==> src/rtl/seg7_pkg.sv <==
// Shared definitions for the 7-segment scan multiplexer.
// Contents: segment pattern constants in {g,f,e,d,c,b,a} order, active-low
// (0 = segment lit), the snapshotted display-mode bundle, and the nibble
// decode function used by seg7_hex_decode.
package seg7_pkg;

    localparam int unsigned SEG_W = 7;
    localparam int unsigned NIB_W = 4;
    localparam int unsigned PWM_W = 4;

    localparam logic [SEG_W-1:0] SEG_0   = 7'b1000000;
    localparam logic [SEG_W-1:0] SEG_1   = 7'b1111001;
    localparam logic [SEG_W-1:0] SEG_2   = 7'b0100100;
    localparam logic [SEG_W-1:0] SEG_3   = 7'b0110000;
    localparam logic [SEG_W-1:0] SEG_4   = 7'b0011001;
    localparam logic [SEG_W-1:0] SEG_5   = 7'b0010010;
    localparam logic [SEG_W-1:0] SEG_6   = 7'b0000010;
    localparam logic [SEG_W-1:0] SEG_7   = 7'b1111000;
    localparam logic [SEG_W-1:0] SEG_8   = 7'b0000000;
    localparam logic [SEG_W-1:0] SEG_9   = 7'b0010000;
    localparam logic [SEG_W-1:0] SEG_A   = 7'b0001000;
    localparam logic [SEG_W-1:0] SEG_B   = 7'b0000011;
    localparam logic [SEG_W-1:0] SEG_C   = 7'b1000110;
    localparam logic [SEG_W-1:0] SEG_D   = 7'b0100001;
    localparam logic [SEG_W-1:0] SEG_E   = 7'b0000110;
    localparam logic [SEG_W-1:0] SEG_F   = 7'b0001110;
    localparam logic [SEG_W-1:0] SEG_OFF = 7'b1111111;

    // Display-mode bits captured together with the digit snapshot.
    typedef struct packed {
        logic hex_mode;
        logic lz_blank;
    } seg7_mode_t;

    // Nibble to active-low pattern; in BCD mode values above 9 show nothing.
    function automatic logic [SEG_W-1:0] hex_to_seg(input logic [NIB_W-1:0] nibble,
                                                    input logic             hex_mode);
        logic [SEG_W-1:0] pat;
        pat = SEG_OFF;
        case (nibble)
            4'h0: pat = SEG_0;
            4'h1: pat = SEG_1;
            4'h2: pat = SEG_2;
            4'h3: pat = SEG_3;
            4'h4: pat = SEG_4;
            4'h5: pat = SEG_5;
            4'h6: pat = SEG_6;
            4'h7: pat = SEG_7;
            4'h8: pat = SEG_8;
            4'h9: pat = SEG_9;
            4'hA: pat = hex_mode ? SEG_A : SEG_OFF;
            4'hB: pat = hex_mode ? SEG_B : SEG_OFF;
            4'hC: pat = hex_mode ? SEG_C : SEG_OFF;
            4'hD: pat = hex_mode ? SEG_D : SEG_OFF;
            4'hE: pat = hex_mode ? SEG_E : SEG_OFF;
            4'hF: pat = hex_mode ? SEG_F : SEG_OFF;
            default: pat = SEG_OFF;
        endcase
        return pat;
    endfunction

endpackage

==> src/rtl/seg7_scan_mux_if.sv <==
// Bundle between the datapath (master) and the scan multiplexer (slave).
// master drives: digits_in, dp_in, hex_mode, lz_blank, brightness
// slave drives : sseg {g..a}, dp, digit (anode enables), frame_tick
interface seg7_scan_mux_if #(
    parameter int unsigned NUM_DIGITS = 4
);
    logic [4*NUM_DIGITS-1:0] digits_in;
    logic [NUM_DIGITS-1:0]   dp_in;
    logic                    hex_mode;
    logic                    lz_blank;
    logic [3:0]              brightness;
    logic [6:0]              sseg;
    logic                    dp;
    logic [NUM_DIGITS-1:0]   digit;
    logic                    frame_tick;

    modport master (
        output digits_in, dp_in, hex_mode, lz_blank, brightness,
        input  sseg, dp, digit, frame_tick
    );

    modport slave (
        input  digits_in, dp_in, hex_mode, lz_blank, brightness,
        output sseg, dp, digit, frame_tick
    );
endinterface

==> src/rtl/seg7_hex_decode.sv <==
// Combinational nibble decoder producing an active-low segment pattern.
// Ports: i_nibble (value), i_hex_mode (1 = A-F shown), o_seg_c {g..a}.
module seg7_hex_decode
    import seg7_pkg::*;
(
    input  logic [NIB_W-1:0] i_nibble,
    input  logic             i_hex_mode,
    output logic [SEG_W-1:0] o_seg_c
);

    always_comb begin
        o_seg_c = hex_to_seg(i_nibble, i_hex_mode);
    end

endmodule

==> src/rtl/seg7_scan_mux.sv <==
// Time-multiplexed 7-segment driver with per-frame input snapshot,
// leading-zero blanking, inter-digit dead time and 16-level PWM dimming.
// Ports: clk_100MHz, reset (async, active-high), bus (slave modport):
//   inputs  digits_in/dp_in/hex_mode/lz_blank (snapshotted), brightness (live)
//   outputs sseg/dp/digit (registered, latency 1), frame_tick (1-cycle pulse)
module seg7_scan_mux
    import seg7_pkg::*;
#(
    parameter int unsigned NUM_DIGITS     = 4,
    parameter int unsigned SCAN_DIV       = 125000,
    parameter int unsigned BLANK_CYCLES   = 1000,
    parameter bit          ACTIVE_LOW_SEG = 1'b1,
    parameter bit          ACTIVE_LOW_AN  = 1'b1
)(
    input  logic           clk_100MHz,
    input  logic           reset,
    seg7_scan_mux_if.slave bus
);

    localparam int unsigned CNT_W = $clog2(SCAN_DIV);
    localparam int unsigned IDX_W = $clog2(NUM_DIGITS);
    localparam int unsigned DIG_W = NIB_W * NUM_DIGITS;

    localparam logic [CNT_W-1:0]      CNT_LAST  = CNT_W'(SCAN_DIV - 1);
    localparam logic [CNT_W-1:0]      BLANK_CNT = CNT_W'(BLANK_CYCLES);
    localparam logic [IDX_W-1:0]      IDX_LAST  = IDX_W'(NUM_DIGITS - 1);
    localparam logic [SEG_W-1:0]      SEG_IDLE  = ACTIVE_LOW_SEG ? SEG_OFF : ~SEG_OFF;
    localparam logic                  DP_IDLE   = ACTIVE_LOW_SEG;
    localparam logic [NUM_DIGITS-1:0] AN_IDLE   = {NUM_DIGITS{ACTIVE_LOW_AN}};

    logic [CNT_W-1:0]      r_slot_cnt;
    logic [IDX_W-1:0]      r_slot_idx;
    logic [PWM_W-1:0]      r_pwm_cnt;
    logic [DIG_W-1:0]      r_digits;
    logic [NUM_DIGITS-1:0] r_dp_req;
    seg7_mode_t            r_mode;
    logic                  r_frame_tick;
    logic [SEG_W-1:0]      r_sseg;
    logic                  r_dp;
    logic [NUM_DIGITS-1:0] r_digit;

    logic                  w_slot_end;
    logic                  w_frame_end;
    logic [NUM_DIGITS-1:0] w_lz_mask;
    logic [NIB_W-1:0]      w_nibble;
    logic                  w_dp_cur;
    logic                  w_lz_cur;
    logic [NUM_DIGITS-1:0] w_onehot;
    logic [SEG_W-1:0]      w_pattern;
    logic [SEG_W-1:0]      w_seg_low;
    logic                  w_lit;

    assign w_slot_end  = (r_slot_cnt == CNT_LAST);
    assign w_frame_end = w_slot_end && (r_slot_idx == IDX_LAST);

    // Slot timing: dwell counter, digit index and per-slot PWM phase.
    always_ff @(posedge clk_100MHz or posedge reset) begin
        if (reset) begin
            r_slot_cnt <= '0;
            r_slot_idx <= '0;
            r_pwm_cnt  <= '0;
        end else if (w_slot_end) begin
            r_slot_cnt <= '0;
            r_pwm_cnt  <= '0;
            r_slot_idx <= (r_slot_idx == IDX_LAST) ? '0 : r_slot_idx + IDX_W'(1);
        end else begin
            r_slot_cnt <= r_slot_cnt + CNT_W'(1);
            r_pwm_cnt  <= r_pwm_cnt + PWM_W'(1);
        end
    end

    // Frame-coherent snapshot so a frame never mixes old and new values.
    always_ff @(posedge clk_100MHz or posedge reset) begin
        if (reset) begin
            r_digits     <= '0;
            r_dp_req     <= '0;
            r_mode       <= '0;
            r_frame_tick <= 1'b0;
        end else begin
            r_frame_tick <= w_frame_end;
            if (w_frame_end) begin
                r_digits        <= bus.digits_in;
                r_dp_req        <= bus.dp_in;
                r_mode.hex_mode <= bus.hex_mode;
                r_mode.lz_blank <= bus.lz_blank;
            end
        end
    end

    // Digit i is a leading zero when it and every more-significant nibble are 0.
    always_comb begin
        logic v_all_zero;
        v_all_zero = 1'b1;
        w_lz_mask  = '0;
        for (int i = NUM_DIGITS - 1; i >= 0; i--) begin
            v_all_zero   = v_all_zero && (r_digits[NIB_W*i +: NIB_W] == 4'h0);
            w_lz_mask[i] = r_mode.lz_blank && (i != 0) && v_all_zero;
        end
    end

    // Select the fields of the digit currently being scanned.
    always_comb begin
        w_nibble = '0;
        w_dp_cur = 1'b0;
        w_lz_cur = 1'b0;
        w_onehot = '0;
        for (int i = 0; i < NUM_DIGITS; i++) begin
            if (r_slot_idx == IDX_W'(i)) begin
                w_nibble    = r_digits[NIB_W*i +: NIB_W];
                w_dp_cur    = r_dp_req[i];
                w_lz_cur    = w_lz_mask[i];
                w_onehot[i] = 1'b1;
            end
        end
    end

    seg7_hex_decode u_decode (
        .i_nibble   (w_nibble),
        .i_hex_mode (r_mode.hex_mode),
        .o_seg_c    (w_pattern)
    );

    // A blanked leading zero with its dp requested stays lit showing only dp.
    assign w_seg_low = w_lz_cur ? SEG_OFF : w_pattern;
    assign w_lit     = (r_slot_cnt >= BLANK_CNT) &&
                       (r_pwm_cnt <= bus.brightness) &&
                       (!w_lz_cur || w_dp_cur);

    // Pin registers with board polarity applied.
    always_ff @(posedge clk_100MHz or posedge reset) begin
        if (reset) begin
            r_sseg  <= SEG_IDLE;
            r_dp    <= DP_IDLE;
            r_digit <= AN_IDLE;
        end else if (w_lit) begin
            r_sseg  <= ACTIVE_LOW_SEG ? w_seg_low : ~w_seg_low;
            r_dp    <= ACTIVE_LOW_SEG ? ~w_dp_cur : w_dp_cur;
            r_digit <= ACTIVE_LOW_AN ? ~w_onehot : w_onehot;
        end else begin
            r_sseg  <= SEG_IDLE;
            r_dp    <= DP_IDLE;
            r_digit <= AN_IDLE;
        end
    end

    assign bus.sseg       = r_sseg;
    assign bus.dp         = r_dp;
    assign bus.digit      = r_digit;
    assign bus.frame_tick = r_frame_tick;

endmodule

==> src/flat_wrapper.sv <==
// flat-port wrapper written by rule: the top's interface ports become plain ports
module seg7_scan_mux_flat import seg7_pkg::*;
#(
    parameter int unsigned NUM_DIGITS     = 4,
    parameter int unsigned SCAN_DIV       = 125000,
    parameter int unsigned BLANK_CYCLES   = 1000,
    parameter bit          ACTIVE_LOW_SEG = 1'b1,
    parameter bit          ACTIVE_LOW_AN  = 1'b1
)
  (clk_100MHz, reset, bus_digits_in, bus_dp_in, bus_hex_mode, bus_lz_blank, bus_brightness, bus_sseg, bus_dp, bus_digit, bus_frame_tick);
  seg7_scan_mux_if #(.NUM_DIGITS(NUM_DIGITS)) bus_i ();
  input  logic clk_100MHz;
  input  logic reset;
  input wire logic [$bits(bus_i.digits_in)-1:0] bus_digits_in;
  input wire logic [$bits(bus_i.dp_in)-1:0] bus_dp_in;
  input wire logic [$bits(bus_i.hex_mode)-1:0] bus_hex_mode;
  input wire logic [$bits(bus_i.lz_blank)-1:0] bus_lz_blank;
  input wire logic [$bits(bus_i.brightness)-1:0] bus_brightness;
  output wire logic [$bits(bus_i.sseg)-1:0] bus_sseg;
  output wire logic [$bits(bus_i.dp)-1:0] bus_dp;
  output wire logic [$bits(bus_i.digit)-1:0] bus_digit;
  output wire logic [$bits(bus_i.frame_tick)-1:0] bus_frame_tick;
  assign bus_i.digits_in = bus_digits_in;
  assign bus_i.dp_in = bus_dp_in;
  assign bus_i.hex_mode = bus_hex_mode;
  assign bus_i.lz_blank = bus_lz_blank;
  assign bus_i.brightness = bus_brightness;
  assign bus_sseg = bus_i.sseg;
  assign bus_dp = bus_i.dp;
  assign bus_digit = bus_i.digit;
  assign bus_frame_tick = bus_i.frame_tick;
  seg7_scan_mux #(.NUM_DIGITS(NUM_DIGITS), .SCAN_DIV(SCAN_DIV), .BLANK_CYCLES(BLANK_CYCLES), .ACTIVE_LOW_SEG(ACTIVE_LOW_SEG), .ACTIVE_LOW_AN(ACTIVE_LOW_AN)) u_core (.clk_100MHz(clk_100MHz), .reset(reset), .bus(bus_i));
endmodule
==> config.mk <==
export PLATFORM = sky130hd
export DESIGN_NAME = seg7_scan_mux_flat
export DESIGN_NICKNAME = d
export VERILOG_FILES = /design/src/rtl/seg7_pkg.sv /design/src/rtl/seg7_scan_mux_if.sv /design/src/rtl/seg7_hex_decode.sv /design/src/rtl/seg7_scan_mux.sv /design/src/flat_wrapper.sv
export SDC_FILE = /design/constraint.sdc
export NUM_CORES = 1
export LEC_CHECK = 0
export BUFFER_PORTS_ARGS = -buffer_cell sky130_fd_sc_hd__buf_2
export CAP_MARGIN = 20
export CORE_MARGIN = 5
export CORE_UTILIZATION = 50
export CTS_CLUSTER_SIZE = 28
export DETAILED_ROUTE_END_ITERATION = 6
export GPL_ROUTABILITY_DRIVEN = 0
export PLACE_DENSITY = 0.71
export SLEW_MARGIN = 20
export SYNTH_ARGS = -nofsm -noshare
export SYNTH_HDL_FRONTEND = slang
export SYNTH_SLANG_ARGS = --single-unit
==> constraint.sdc <==
create_clock -name clk_100MHz -period 2.35 [get_ports clk_100MHz]
set_input_delay 0.235 -clock clk_100MHz [delete_from_list [all_inputs] [get_ports clk_100MHz]]
set_output_delay 0.235 -clock clk_100MHz [all_outputs]
set_load 0.01 [all_outputs]
# [Word level (Yosys, flattened, before mapping)]
# Cells that the tools add are included.
[classes] n_eq_ne=19 n_lt_le_gt_ge=2 reduce_logical=15 bitwise=2 mux=29 addsub=3
[op_table] op="$pmux 7 s16" count=1
[op_table] op="$mux 7" count=7
[op_table] op="$eq 4x4->1 const B" count=8
[op_table] op="$mux 4" count=6
[op_table] op="$add 17x1->17 const B" count=1
[op_table] op="$eq 17x17->1 const B" count=1
[op_table] op="$ge 17x10->1 const B" count=1
[op_table] op="$mux 17" count=1
[op_table] op="$eq 4x3->1 const B" count=4
[op_table] op="$logic_not 4->1" count=4
[op_table] op="$mux 1" count=12
[op_table] op="$eq 4x2->1 const B" count=2
[op_table] op="$logic_and 1x1->1" count=8
[op_table] op="$mux 6" count=1
[op_table] op="$add 4x1->4 const B" count=1
[op_table] op="$eq 2x2->1 const B" count=2
[op_table] op="$eq 4x1->1 const B" count=1
[op_table] op="$le 4x4->1" count=1
[op_table] op="$not 4->4" count=1
[op_table] op="$add 2x1->2 const B" count=1
[op_table] op="$eq 2x1->1 const B" count=1
[op_table] op="$logic_not 2->1" count=1
[op_table] op="$mux 2" count=1
[op_table] op="$logic_not 1->1" count=1
[op_table] op="2 further kinds" count=2
[word_totals] ff_bits=58 output_inout_bits=13 input_bits=28 word_cells=81

# [Longest topological paths before layout]
# Gate-level depths: netlist of run 1.
[depth] word_depth=11 depth_mapped=9 depth_no_buf=7

# [By module]
# A second synthesis of run 1 with hierarchy kept.
[hier_totals] hier_cells=275 hier_area_um2=3108.0
[modules_own_cells] module="seg7_scan_mux" cells_per_inst=231 seq_area_each_um2=1466.4 area_per_inst_um2=2807.7 n_inst=1
[modules_own_cells] module="seg7_hex_decode" cells_per_inst=44 seq_area_each_um2=0.0 area_per_inst_um2=300.3 n_inst=1

# [Worst setup path after synthesis of run 1]
# No wires, ideal clock.
[synth_timing] path_type="register to register" start="register u_core.r_slot_idx[0]" end="register u_core.r_sseg[0], in the netlist u_core.bus.sseg[0]" period_less_slack_ns=2.141 required_ns=2.269 path_buffers=1 arrival_time_ns=2.060 stages_incl_launch_ff=8 setup_ns=0.081 setup_slack_ns=0.209 cell_sequence="dfrtp_1 ha_1 clkbuf_1 nand3b_1 a211oi_1 nand2_1 a32o_1 o211ai_1"
[synth_via] elab_chain_cells=9 elab_cells_between_ends=37 classes_between="eq/ne: 18; mux: 14; reduce/logical: 5"
[synth_lines] item="from (decl)" line="seg7_scan_mux.sv:32" source="logic [IDX_W-1:0] r_slot_idx;"
[synth_lines] item="from (signal assigned)" line="seg7_scan_mux.sv:65" source="r_slot_idx <= (r_slot_idx == IDX_LAST) ? '0 : r_slot_idx + IDX_W'(1);"
[synth_lines] item="$logic_not 2->1" line="seg7_scan_mux.sv:108" source="if (r_slot_idx == IDX_W'(i)) begin"
[synth_lines] item="$mux 4 (4 in series)" line="seg7_scan_mux.sv:108"
[synth_lines] item="$eq 4x4->1, or another cell as far along" line="seg7_pkg.sv:40" source="case (nibble)"
[synth_lines] item="$pmux 7 s16" line="seg7_pkg.sv:40"
[synth_lines] item="$mux 7" line="seg7_scan_mux.sv:124" source="assign w_seg_low = w_lz_cur ? SEG_OFF : w_pattern;"
[synth_lines] item="$mux 7 *" line="seg7_scan_mux.sv:135" source="end else if (w_lit) begin"
[synth_lines] item="to (signal assigned)" line="seg7_scan_mux.sv:136" source="r_sseg <= ACTIVE_LOW_SEG ? w_seg_low : ~w_seg_low;"
[synth_lines] item="to (decl)" line="seg7_scan_mux.sv:38" source="logic [SEG_W-1:0] r_sseg;"
# Mark *: on every way between the ends. The rest lies on a longest branch, timed or not.
# A chain may end at the register's enable or synchronous reset.

# [Worst setup path after layout of run 1]
[layout_timing] start="register u_core.r_slot_idx[0]" end="register u_core.r_sseg[2], in the netlist u_core.bus.sseg[2]"
# The elaborated chain is that of the path after synthesis.

==> results.txt, run 1 <==
The final-layout fill cell count was 501; the number of buffers inserted during clock tree synthesis was 9. The layer flagged by global routing as most heavily used is met2. Prior to clock tree synthesis, the placed netlist has a worst setup slack of 0.2357 ns. The switching power summed over all nets was 0.4547 mW.

Across all hold checks on the routed design, the worst slack comes to 0.09039 ns. The clock-pin transition on the worst setup and hold timing paths was 0.06 ns; the total routing usage reported by global routing was 0.1759. For the via count of the first global-routing pass, the log shows 2232. Summed over all layers, the routed wires come to 5975 um.

Before antenna repair, the detailed router went through 4 iterations. The normalized max-slew margin was 0.5337; the mean number of vias per cell was 5.573. The flow ran to the end, and the final reports show no timing, DRC or antenna violations. The die is 87.77 um tall. Adding up every negative setup slack in the final design gives 0 ns.

For the post-synth design cell area, the log shows 3024 um^2. Counting every instance in the synthesized netlist gives 273. The layout cell share with drive strength beyond 1 was 0.3201.

The internal power of the cells totals 1.554 mW. The number of antenna violations at the first check in global routing is 0, and the synthesized area per cell is 11.08 um^2. The met1 track demand over resource in global routing was 0.2322. The number of warning messages in the yosys log was 0; the data required time at the worst endpoint was 2.62 ns.

Final count of pins violating max slew: 0. The kind of start point of the critical path is a register. The overall die area is 7704 um^2, and the leakage power summed over all cells is 1.642 nW.

The commonest non-fill, non-tap cell in the layout was sky130_fd_sc_hd__dfrtp_1. The number of antenna-violating nets in the routed design is 0, and the power per cell area is 566.6 nW/um^2. The slew at the pin closest to its max-slew limit was 0.6994 ns.

Detailed placement ended at an HPWL of 4320 um. The floorplan has 28 rows. The number of nets in the synthesized netlist is 312. The final design utilization is 0.6025. The antenna cell count is 0, and the area fraction of the dominant cell type after synthesis is 0.3806.

Across the run, the number of max-cap violations was 0. Setup violations remaining at the end of the flow were counted as 0. The die is 87.77 um wide. Setup repair after global routing left no endpoint under its margin.

Logic gate share of total power: 0.067. The cell type contributing the most total cell area after synthesis is sky130_fd_sc_hd__dfrtp_1. The critical path is of the register to register type.

For the part of the total power dissipated in the clock network, the log shows 0.417. The most frequently used flop master after synthesis is sky130_fd_sc_hd__dfrtp_1. Hold repair after CTS inserted 0 buffers. Worst reg2reg path depth: 7. The maximum clock frequency was 469.2 MHz. Across all layers, the routed design uses 2246 vias.

On the final layout, the worst clock skew is 0.006768 ns. TritonCTS built the clock tree. The total overflow left after global routing is 0.

The routed wirelength normalized by instance count was 14.83 um. Input and output buffers added on the ports amount to 40. For the detailed router's first-iteration violation count, the log shows 197. The longest individual stage delay on the worst path was 0.41 ns.

Synthesis instantiated 45 different standard cells from the library. At the worst endpoint, the arrival time is 2.41 ns. Compared with the post-synthesis result, the final layout area differs by 17.25%. Residual DRC count: 0. The number of synthesized flops with an enable pin came out at 0.

The critical path goes through ha_1 > buf_12 > nor3b_1 > a211o_1 > nand2_1 > a221o_1 > nand3_1. Sorting the synthesized cells by area gives the leading types as sky130_fd_sc_hd__dfrtp_1, sky130_fd_sc_hd__dfstp_2, sky130_fd_sc_hd__mux2_4, sky130_fd_sc_hd__ha_1, sky130_fd_sc_hd__nand3_1. Pin placement for this block handled 41 I/O pins.

The tools report the buffer cell driving the clock tree root as sky130_fd_sc_hd__clkbuf_8. Leaving out fill and tap cells, the most frequent cells in the layout are sky130_fd_sc_hd__dfrtp_1, sky130_fd_sc_hd__buf_2, sky130_fd_sc_hd__mux2_4. The run gives 0.4849 as the share of synthesized area occupied by flip-flops and latches. The first global-routing pass estimated 10480 um of wire. The run gives 362 as the number of nets at the end of the flow.

The run gives 2.009 mW as the total power. The effective utilization at floorplan is 0.5138. The clock passes through at most 2 buffers. Highest net fanout along the worst path: 15.

The path class of the tightest hold or removal check is input port to async pin. At the later pin of the worst-skew pair, clock insertion delay measures 0.34 ns. STA classifies the critical path endpoint as a register.

The final clock period utilization by the worst path works out to 0.9069. For the final count of hold timing violations, the log shows 0. The number of storage elements in the synthesis netlist was 58; the sequential cell fraction of total power was 0.517.

VDD sags by at most 0.4159 mV. For the maximum number of pins on one net before global-route repair, the log shows 59. For this run, the number of standard cells in the final layout without fillers is 403. The post-route cell area is 3546 um^2, and the net switching share of the total power is 0.2263.

The logs give 0.2699 for the global-route met2 utilization and 58 for the number of clock sinks. The run gives 387 as the count of placed standard cells including taps. The total cell area at the placement stage was 3359 um^2; the number of levels the H-tree was split into was 3.

Proportion of synthesized flip-flops having asynchronous set or reset: 1.000. The worst path needs 2.131 ns of the cycle, external delays included. The routing usage on met3 was 0.04704. The total area inside the core boundary comes to 5886 um^2. The worst-path cell with the longest stage delay is sky130_fd_sc_hd__dfrtp_1.

The worst setup slack after layout was 0.2187 ns.
[timing repair]
item / in CTS / in global routing
resized for setup: 0 / 2
setup buffers: 0 / 0
setup endpoints to repair: 0 / 2
[worst paths after layout]
kind,slack [ns],to,startpoint
hold reg to reg,0.49,u_core.r_pwm_cnt[0],u_core.r_pwm_cnt[0]
hold / removal,0.09,u_core.r_pwm_cnt[0],reset
setup reg to reg,0.22,u_core.bus.sseg[2],u_core.r_slot_idx[0]
setup / recovery,0.22,u_core.bus.sseg[2],u_core.r_slot_idx[0]
min in group clk_100MHz,0.12,u_core.r_dp_req[1],bus_dp_in[1]
max in group asynchronous,1.80,u_core.r_digits[9],reset
[power by group through the flow]
stage	registers [mW]	clock network, mW	logic (mW)
floorplan	1.05	0	0.0905
global placement	1.05	0	0.131
detailed placement	1.06	0	0.134
CTS	1.04	0.851	0.135
global route	1.04	0.896	0.151
finish	1.04	0.837	0.134
[final cells by class]
cell class	instances	area, um^2	area share
well taps	75	93.84	0.02646
flip-flops and latches	58	1466	0.4136
clock inverters	2	10.01	0.002823
repair buffers	50	300.3	0.08469
clock buffers	14	172.7	0.04869
inverters	13	48.80	0.01376
multi-input cells	191	1454	0.4100
[worst max-delay path: cells and delay by family, from the launching register on]
family / cells / cell delay (ns)
DFF: 1 / 0.41
buffers and inverters: 1 / 0.18
adders and majority gates: 1 / 0.30
AOI/OAI and AO/OA: 2 / 0.62
and+or+nand+nor: 3 / 0.55
[synth_stat cells, types with 8 or more instances]
| cell | n |
|---|---|
| sky130_fd_sc_hd__nor2b_1 | 8 |
| sky130_fd_sc_hd__ha_1 | 11 |
| sky130_fd_sc_hd__dfrtp_1 | 46 |
| sky130_fd_sc_hd__nand2_1 | 13 |
| sky130_fd_sc_hd__xnor2_1 | 9 |
| sky130_fd_sc_hd__xor2_1 | 8 |
| sky130_fd_sc_hd__nor2_1 | 17 |
| sky130_fd_sc_hd__a21oi_1 | 10 |
| sky130_fd_sc_hd__dfstp_2 | 12 |
| sky130_fd_sc_hd__mux2_4 | 20 |
| sky130_fd_sc_hd__inv_1 | 13 |
| sky130_fd_sc_hd__nand3_1 | 19 |
| sky130_fd_sc_hd__o21ai_0 | 8 |
[kinds of logic after synthesis]
family,after synthesis,synth area share
AO/OA/AOI/OAI,46,0.1043
XOR/XNOR,17,0.04924
adder cells (fa/ha/maj),11,0.04551
buffers and inverters,24,0.03558
flip-flops,58,0.4849
multiplexers,23,0.1101
AND/OR/NAND/NOR,94,0.1705
[state kept, by name, summed over array words and instances (netlist names)]
register / cells
u_core.r_mode: 2
u_core.bus.frame_tick: 1
u_core.bus.sseg: 7
u_core.bus.dp: 1
u_core.r_digits: 16
u_core.r_pwm_cnt: 4
u_core.r_dp_req: 4
u_core.bus.digit: 4
u_core.r_slot_idx: 2
u_core.r_slot_cnt: 17
[per-layer routing]
metal,part of all wire,vias up
met5,0,-
met4,0.018,0
met3,0.071,12
met2,0.45,70
met1,0.46,1069
li1,-,1095
No activity file was read; power rests on OpenSTA's default activity.
==> run 2, diff against run 1 <==
- RECOVER_POWER: not set -> 100
==> run 2 against run 1 <==
  * Sequential share of layout area rose by 1.3 points
  * Combinational power is 11% lower
  * Largest power group unchanged
  * Worst hold slack improved by 0.023 ns
  * Critical path depth shrank 2
  * Sequential cell count unchanged
  * Critical endpoint is now u_core.r_dp_req[3]
  * Setup slack got worse by 0.051 ns
  * Utilization shrank 1.8 points
==> results.txt, run 2 (synthesis results as in run 1) <==
The flow ran to the end, and the final reports show no timing, DRC or antenna violations. The number of antenna violations at the first check in global routing was 0 (unchanged). The run gives 4320 um (unchanged) as the detailed placer's ending HPWL.

The run gives 9 (unchanged) as the number of buffers inserted during clock tree synthesis. The category of the critical setup timing path is register to register (unchanged). The run gives 0 (unchanged) as the post-CTS repair timing setup buffer count. The hold buffer count at cts was 0 (unchanged). The worst-case clock buffer depth was 2 (unchanged); the maximum number of pins on one net before global-route repair was 59 (unchanged).

For the total core area, the log shows 5886 um^2 (unchanged). The commonest non-fill, non-tap cell in the layout was sky130_fd_sc_hd__dfrtp_1 (unchanged). The first-pass GRT wire length was 10480 um (unchanged).

The worst setup slack after layout was 0.1677 ns (was 0.2187 ns). The longest individual stage delay on the worst path was 0.56 ns (was 0.41 ns). The flip-flop count of the largest register after layout was 17 (unchanged); the number of placed I/O pins was 41 (unchanged). The logs give 0.2357 ns (unchanged) for the worst-case setup slack after placement and 0 (unchanged) for the final count of pins violating max slew. Worst path cell trace: or4b_1 > nor4_4 > nand2_2 > buf_4 > mux2_1 (was ha_1 > buf_12 > nor3b_1 > a211o_1 > nand2_1 > a221o_1 > nand3_1). Most frequent cells in the layout: sky130_fd_sc_hd__dfrtp_1, sky130_fd_sc_hd__buf_2, sky130_fd_sc_hd__nand3_1, sky130_fd_sc_hd__mux2_1, sky130_fd_sc_hd__nor2_1 (was sky130_fd_sc_hd__dfrtp_1, sky130_fd_sc_hd__buf_2, sky130_fd_sc_hd__mux2_4).

The via count of the first global-routing pass was 2232 (unchanged); the number of antenna-violating nets in the routed design was 0 (unchanged). The final critical-path required period works out to 2.182 ns (was 2.131 ns). Maximum clock frequency: 458.2 MHz (was 469.2 MHz). The number of max-cap violations is 0 (unchanged).

For the worst clock skew, the log shows 0.008061 ns (was 0.006768 ns). The run gives 4 (unchanged) as the number of iterations in the first detailed-routing pass. The register with the most flip-flops was u_core.r_slot_cnt (unchanged).

The run gives 0.4111 mV (was 0.4159 mV) as the worst supply voltage drop on vdd. The total overflow reported by the global router was 0 (unchanged); the final setup violation count was 0 (unchanged). The number of clock sinks was 58 (unchanged); the count of instances resized after the clock tree is built was 0 (unchanged). The routed wirelength normalized by instance count works out to 14.82 um (was 14.83 um). The tools report the endpoint of the lowest-slack register-to-register path as u_core.r_dp_req[3] (was u_core.bus.sseg[2]). TritonCTS built the clock tree. The startpoint of the tightest hold check path is bus_digits_in[15]. The layout cell share with drive strength beyond 1 came out at 0.2165 (was 0.3201). The mean number of vias per cell was 5.541 (was 5.573); the slew at the pin closest to its max-slew limit was 1.364 ns (was 0.6994 ns). Setup slack of the worst register-to-register path: 0.17 ns (was 0.22 ns).

Start point of the critical path: u_core.r_slot_cnt[9] (was u_core.r_slot_idx[0]). The destination of the critical timing path was u_core.r_dp_req[3] (was u_core.bus.sseg[2]). Worst endpoint data arrival time: 2.39 ns (was 2.41 ns). The row count was 28 (unchanged).

The logs give 0 (unchanged) for the antenna cell count and 3 (unchanged) for the number of levels the H-tree was split into. The tools report the buffer cell driving the clock tree root as sky130_fd_sc_hd__clkbuf_8 (unchanged). The accumulated negative setup slack was 0 ns (unchanged). Setup repair after global routing left no endpoint under its margin. The clock-pin transition on the worst setup and hold timing paths came out at 0.06 ns (about the same). The worst reg2reg path depth was 5 (was 7). The layout overhead on the synthesized area is 13.65% (was 17.25%). The effective utilization at floorplan is 0.5138 (unchanged).

The power per cell area was 578.0 nW/um^2 (was 566.6 nW/um^2); the number of nets at the end of the flow was 362 (unchanged). Normalized max-slew margin: 0.09066 (was 0.5337). The total routing usage reported by global routing is 0.1759 (unchanged), and the die boundary height is 87.77 um (unchanged). The leakage power summed over all cells is 1.510 nW (was 1.642 nW).

Final clock period utilization by the worst path: 0.9286 (was 0.9069). The total via count after detailed routing was 2233 (was 2246). The reg-to-reg critical path startpoint was u_core.r_slot_cnt[9] (was u_core.r_slot_idx[0]).

X dimension of the die: 87.77 um (unchanged). The kind of start point of the critical path was a register (unchanged). Overall die area: 7704 um^2 (unchanged).

Worst-path cell with the longest stage delay: sky130_fd_sc_hd__or4b_1 (was sky130_fd_sc_hd__dfrtp_1). The number of buffers added on ports is 40 (unchanged). The endpoint kind of the worst setup timing path is a register (unchanged).

The residual DRC count is 0 (unchanged). The total detailed-routing wirelength is 5971 um (was 5975 um), and the highest net fanout along the worst path is 22 (was 15). Class of the tightest hold or removal check: input port to register (was input port to async pin). For the data required time at the worst endpoint, the log shows 2.56 ns (was 2.62 ns).

The insertion delay to the later sink of the worst-skew pair is 0.34 ns (about the same). Final count of hold timing violations: 0 (unchanged). The detailed router's first-iteration violation count came out at 187 (was 197).
==> run 2: how the worst min path moves through the flow <==
stage                     endpoint  slack [ns]  cells after the start
2_1_floorplan   u_core.r_digits[0]        0.38                      1
3_3_place_gp   u_core.r_pwm_cnt[2]        0.47                      3
3_5_place_dp   u_core.r_pwm_cnt[2]        0.47                      3
4_1_cts        u_core.r_pwm_cnt[2]        0.11                      3
5_1_grt           u_core.r_mode[1]        0.11                      2
6_report       u_core.r_digits[15]        0.11                      2
==> run 2: power by group <==
group	internal, mW	total [mW]	switching (mW)	leakage (nW)
Clock	0.466	0.830	0.364	0.0965
Sequential	1.02	1.04	0.0178	0.699
Combinational	0.0554	0.119	0.0641	0.714
==> run 2: layout make-up <==
cell class | count | area [um^2]
Inverter | 13 | 48.80
Sequential cell | 58 | 1466
Clock inverter | 2 | 10.01
Clock buffer | 14 | 172.7
Timing Repair Buffer | 50 | 266.5
Multi-Input combinational cell | 191 | 1379
Tap cell | 75 | 93.84
Fill cell | 524 | 2449
==> run 2: through the flow <==
| stage | hold slack [ns] | std cells | power, mW | area (um^2) | util |
|---|---|---|---|---|---|
| after floorplan | 0.3835 | 273 | 1.137 | 3024 | - |
| after global placement | 0.4650 | 387 | 1.186 | 3359 | 0.5708 |
| after detailed placement | 0.4697 | 387 | 1.190 | 3359 | 0.5708 |
| after CTS | 0.1143 | 403 | 2.024 | 3542 | 0.6018 |
| after global routing | 0.1069 | 403 | 2.073 | 3437 | 0.5840 |
| final | 0.1130 | 403 | 1.987 | 3437 | 0.5840 |
==> run 2: critical path, delay by kind of cell (launching register included) <==
family / cells / cell delay (ns)
AND/OR/NAND/NOR: 3 / 1.04
buffers and inverters: 1 / 0.23
multiplexers: 1 / 0.35
flip-flops: 1 / 0.43
==> run 2: layer usage <==
layer / share of wire / track usage / routed length, um
met4: 0.019 / 0.08229 / 112
met1: 0.47 / 0.2322 / 2792
met3: 0.059 / 0.04704 / 355
met2: 0.45 / 0.2699 / 2711
met5: 0 / 0 / 0
==> run 3, diff against run 2 <==
- CELL_PAD_IN_SITES_DETAIL_PLACEMENT: not set -> 1
- CELL_PAD_IN_SITES_GLOBAL_PLACEMENT: not set -> 1
- CORE_UTILIZATION: 50 -> 45
- PLACE_DENSITY: 0.71 -> not set
- PLACE_DENSITY_LB_ADDON: not set -> 0.1
- SLEW_MARGIN: 20 -> not set
==> run 3 against run 2 <==
  * Sequential share of layout area down 0.093 points
  * Sequential cell count unchanged
  * Largest power group unchanged
  * Worst hold slack improved by 0.0022 ns
  * Sequential power about the same
==> results.txt, run 3 (synthesis results as in run 1) <==
The highest net fanout along the worst path was 19 (was 22); the internal power of the cells was 1.515 mW (was 1.541 mW). The die boundary height came out at 91.98 um (was 87.77 um). The tools report the row count as 29 (was 28). The via count of the first global-routing pass was 2348 (was 2232); the number of max-cap violations was 0 (unchanged). The number of buffers added on ports works out to 40 (unchanged).

The tools report the switching power summed over all nets as 0.4600 mW (was 0.4457 mW). The class of the tightest hold or removal check was input port to register (unchanged). For the multi-input combinational cell area, the log shows 1388 um^2 (was 1379 um^2). Category of the critical setup timing path: register to register (unchanged). The number of antenna-violating nets in the routed design is 0 (unchanged). Start point of the critical path: u_core.r_slot_cnt[7] (was u_core.r_slot_cnt[9]). Buffer cell driving the clock tree root: sky130_fd_sc_hd__clkbuf_8 (unchanged). The flow ran to the end, and the final reports show no timing, DRC or antenna violations. The total detailed-routing wirelength was 6927 um (was 5971 um); the insertion delay to the later sink of the worst-skew pair was 0.33 ns (was 0.34 ns). Startpoint of the tightest hold check path: bus_dp_in[3] (was bus_digits_in[15]). The worst clock skew came out at 0.007300 ns (was 0.008061 ns). The detailed placer's ending HPWL was 5029 um (was 4320 um); the number of antenna violations at the first check in global routing was 0 (unchanged). The tools report the total routing usage reported by global routing as 0.1744 (was 0.1759). Final clock period utilization by the worst path: 0.9322 (was 0.9286). The effective utilization at floorplan was 0.4682 (was 0.5138); the clock-pin transition on the worst setup and hold timing paths was 0.06 ns (about the same).

The kind of start point of the critical path was a register (unchanged). The normalized max-slew margin was 0.2998 (was 0.09066); the routed wirelength normalized by instance count was 17.10 um (was 14.82 um). The net switching share of the total power came out at 0.2329 (was 0.2244). The flip-flop count of the largest register after layout works out to 17 (unchanged). The power per cell area came out at 573.3 nW/um^2 (was 578.0 nW/um^2). Setup repair after global routing left no endpoint under its margin. The tools report the number of nets at the end of the flow as 362 (unchanged). The number of levels the H-tree was split into is 3 (unchanged), and the leakage power summed over all cells is 1.509 nW (was 1.510 nW). The x dimension of the die came out at 91.98 um (was 87.77 um).

The worst supply voltage drop on vdd is 0.2989 mV (was 0.4111 mV). Part of the total power dissipated in the clock network: 0.410 (was 0.418). For the maximum clock frequency, the log shows 456.5 MHz (was 458.2 MHz). Most frequent cells in the layout: sky130_fd_sc_hd__dfrtp_1, sky130_fd_sc_hd__buf_2, sky130_fd_sc_hd__nand3_1 (was sky130_fd_sc_hd__dfrtp_1, sky130_fd_sc_hd__buf_2, sky130_fd_sc_hd__nand3_1, sky130_fd_sc_hd__mux2_1, sky130_fd_sc_hd__nor2_1).

The final count of hold timing violations came out at 0 (unchanged). The tools report the maximum number of pins on one net before global-route repair as 33 (was 59). The mean number of vias per cell is 5.548 (was 5.541). The layout cell share with drive strength beyond 1 works out to 0.2226 (was 0.2165). The run gives 388 (was 387) as the count of placed standard cells including taps. The total overflow reported by the global router is 0 (unchanged), and the total via count after detailed routing is 2247 (was 2233). The data required time at the worst endpoint was 2.55 ns (was 2.56 ns). The logs give 0 (unchanged) for the final setup violation count and 9 (unchanged) for the number of buffers inserted during clock tree synthesis. Logic gate share of total power: 0.065 (was 0.060). Slew at the pin closest to its max-slew limit: 1.049 ns (was 1.364 ns).

The logs give 6459 um^2 (was 5886 um^2) for the total core area and 0 (unchanged) for the antenna cell count. The final count of pins violating max slew was 0 (unchanged); the detailed router's first-iteration violation count was 83 (was 187). Commonest non-fill, non-tap cell in the layout: sky130_fd_sc_hd__dfrtp_1 (unchanged). The layout overhead on the synthesized area was 13.90% (was 13.65%). The overall die area was 8459 um^2 (was 7704 um^2); the final non-filler cell total was 405 (was 403).

The run gives 0 (unchanged) as the residual DRC count. Number of placed I/O pins: 41 (unchanged). For the final-layout fill cell count, the log shows 738 (was 524). Area of all sequential standard cells: 1466 um^2 (unchanged). The register with the most flip-flops is u_core.r_slot_cnt (unchanged). The endpoint kind of the worst setup timing path was a register (unchanged).

TritonCTS built the clock tree. The number of clock sinks is 58 (unchanged), and the final design utilization is 0.5333 (was 0.5840). The first-pass GRT wire length was 11680 um (was 10480 um); the sequential cell fraction of total power was 0.525 (was 0.522). The final critical-path required period came out at 2.191 ns (was 2.182 ns). The reg-to-reg critical path startpoint was u_core.r_slot_cnt[7] (was u_core.r_slot_cnt[9]). For the worst endpoint data arrival time, the log shows 2.39 ns (about the same).

The logs give 2 (unchanged) for the worst-case clock buffer depth and 4 (unchanged) for the number of iterations in the first detailed-routing pass.
run 3: metal layers:
metal  global-route usage  up-vias  wire length, um
li1                     -     1081                -
met1               0.2157     1114             3156
met3              0.05565        8              290
met2               0.2920       44             3390
met5                    0        -                0
met4              0.05198        0               90
run 3: worst paths after layout:
kind	end	slack (ns)	depth (start not counted)
max	u_core.r_dp_req[1]	0.16	5
min	u_core.r_dp_req[3]	0.12	2
max reg2reg	u_core.r_dp_req[1]	0.16	5
min reg2reg	u_core.r_pwm_cnt[0]	0.50	1
max in group asynchronous	u_core.bus.sseg[5]	0.83	4
min in group asynchronous	u_core.r_digits[4]	0.74	3
run 3: cell type report:
cell class	count	area share
well taps	77	0.02797
inverters	13	0.01417
multi-input cells	191	0.4028
repair buffers	50	0.07882
clock buffers	13	0.04613
flip-flops and latches	58	0.4257
clock inverters	3	0.004359
run 3: repair_timing:
action	4_1_cts	5_1_grt
endpoints found under the setup margin	1	5
resized for setup	1	3
setup buffers	0	0
endpoints found under the hold margin	25	0
hold buffers	1	0
pin swaps	0	0
run 3: critical path: stages, from the launching register on:
cell	delay (ns)
sky130_fd_sc_hd__dfrtp_1	0.41
sky130_fd_sc_hd__or4b_1	0.58
sky130_fd_sc_hd__nor4_4	0.33
sky130_fd_sc_hd__nand2_2	0.14
sky130_fd_sc_hd__buf_4	0.25
sky130_fd_sc_hd__mux2_1	0.34
run 3: power groups by stage:
stage	Clock, mW	Combinational [mW]	Sequential, mW
2_1_floorplan	0	0.0905	1.05
3_3_place_gp	0	0.137	1.05
3_5_place_dp	0	0.141	1.05
4_1_cts	0.834	0.143	1.04
5_1_grt	0.893	0.146	1.04
6_report	0.809	0.129	1.04
run 3: stage by stage:
step                hold WS (ns)  setup TNS [ns]  power [mW]  cell area [um^2]  setup slack (ns)
CTS                       0.1189               0       2.014              3540            0.1131
detailed placement        0.3315      -0.0006932       1.195              3354        -0.0006932
floorplan                 0.3835               0       1.137              3024            0.2088
global route             0.09368               0       2.077              3445           0.02292
finish                    0.1151               0       1.975              3445            0.1593
global placement          0.3225               0       1.191              3354           0.05027
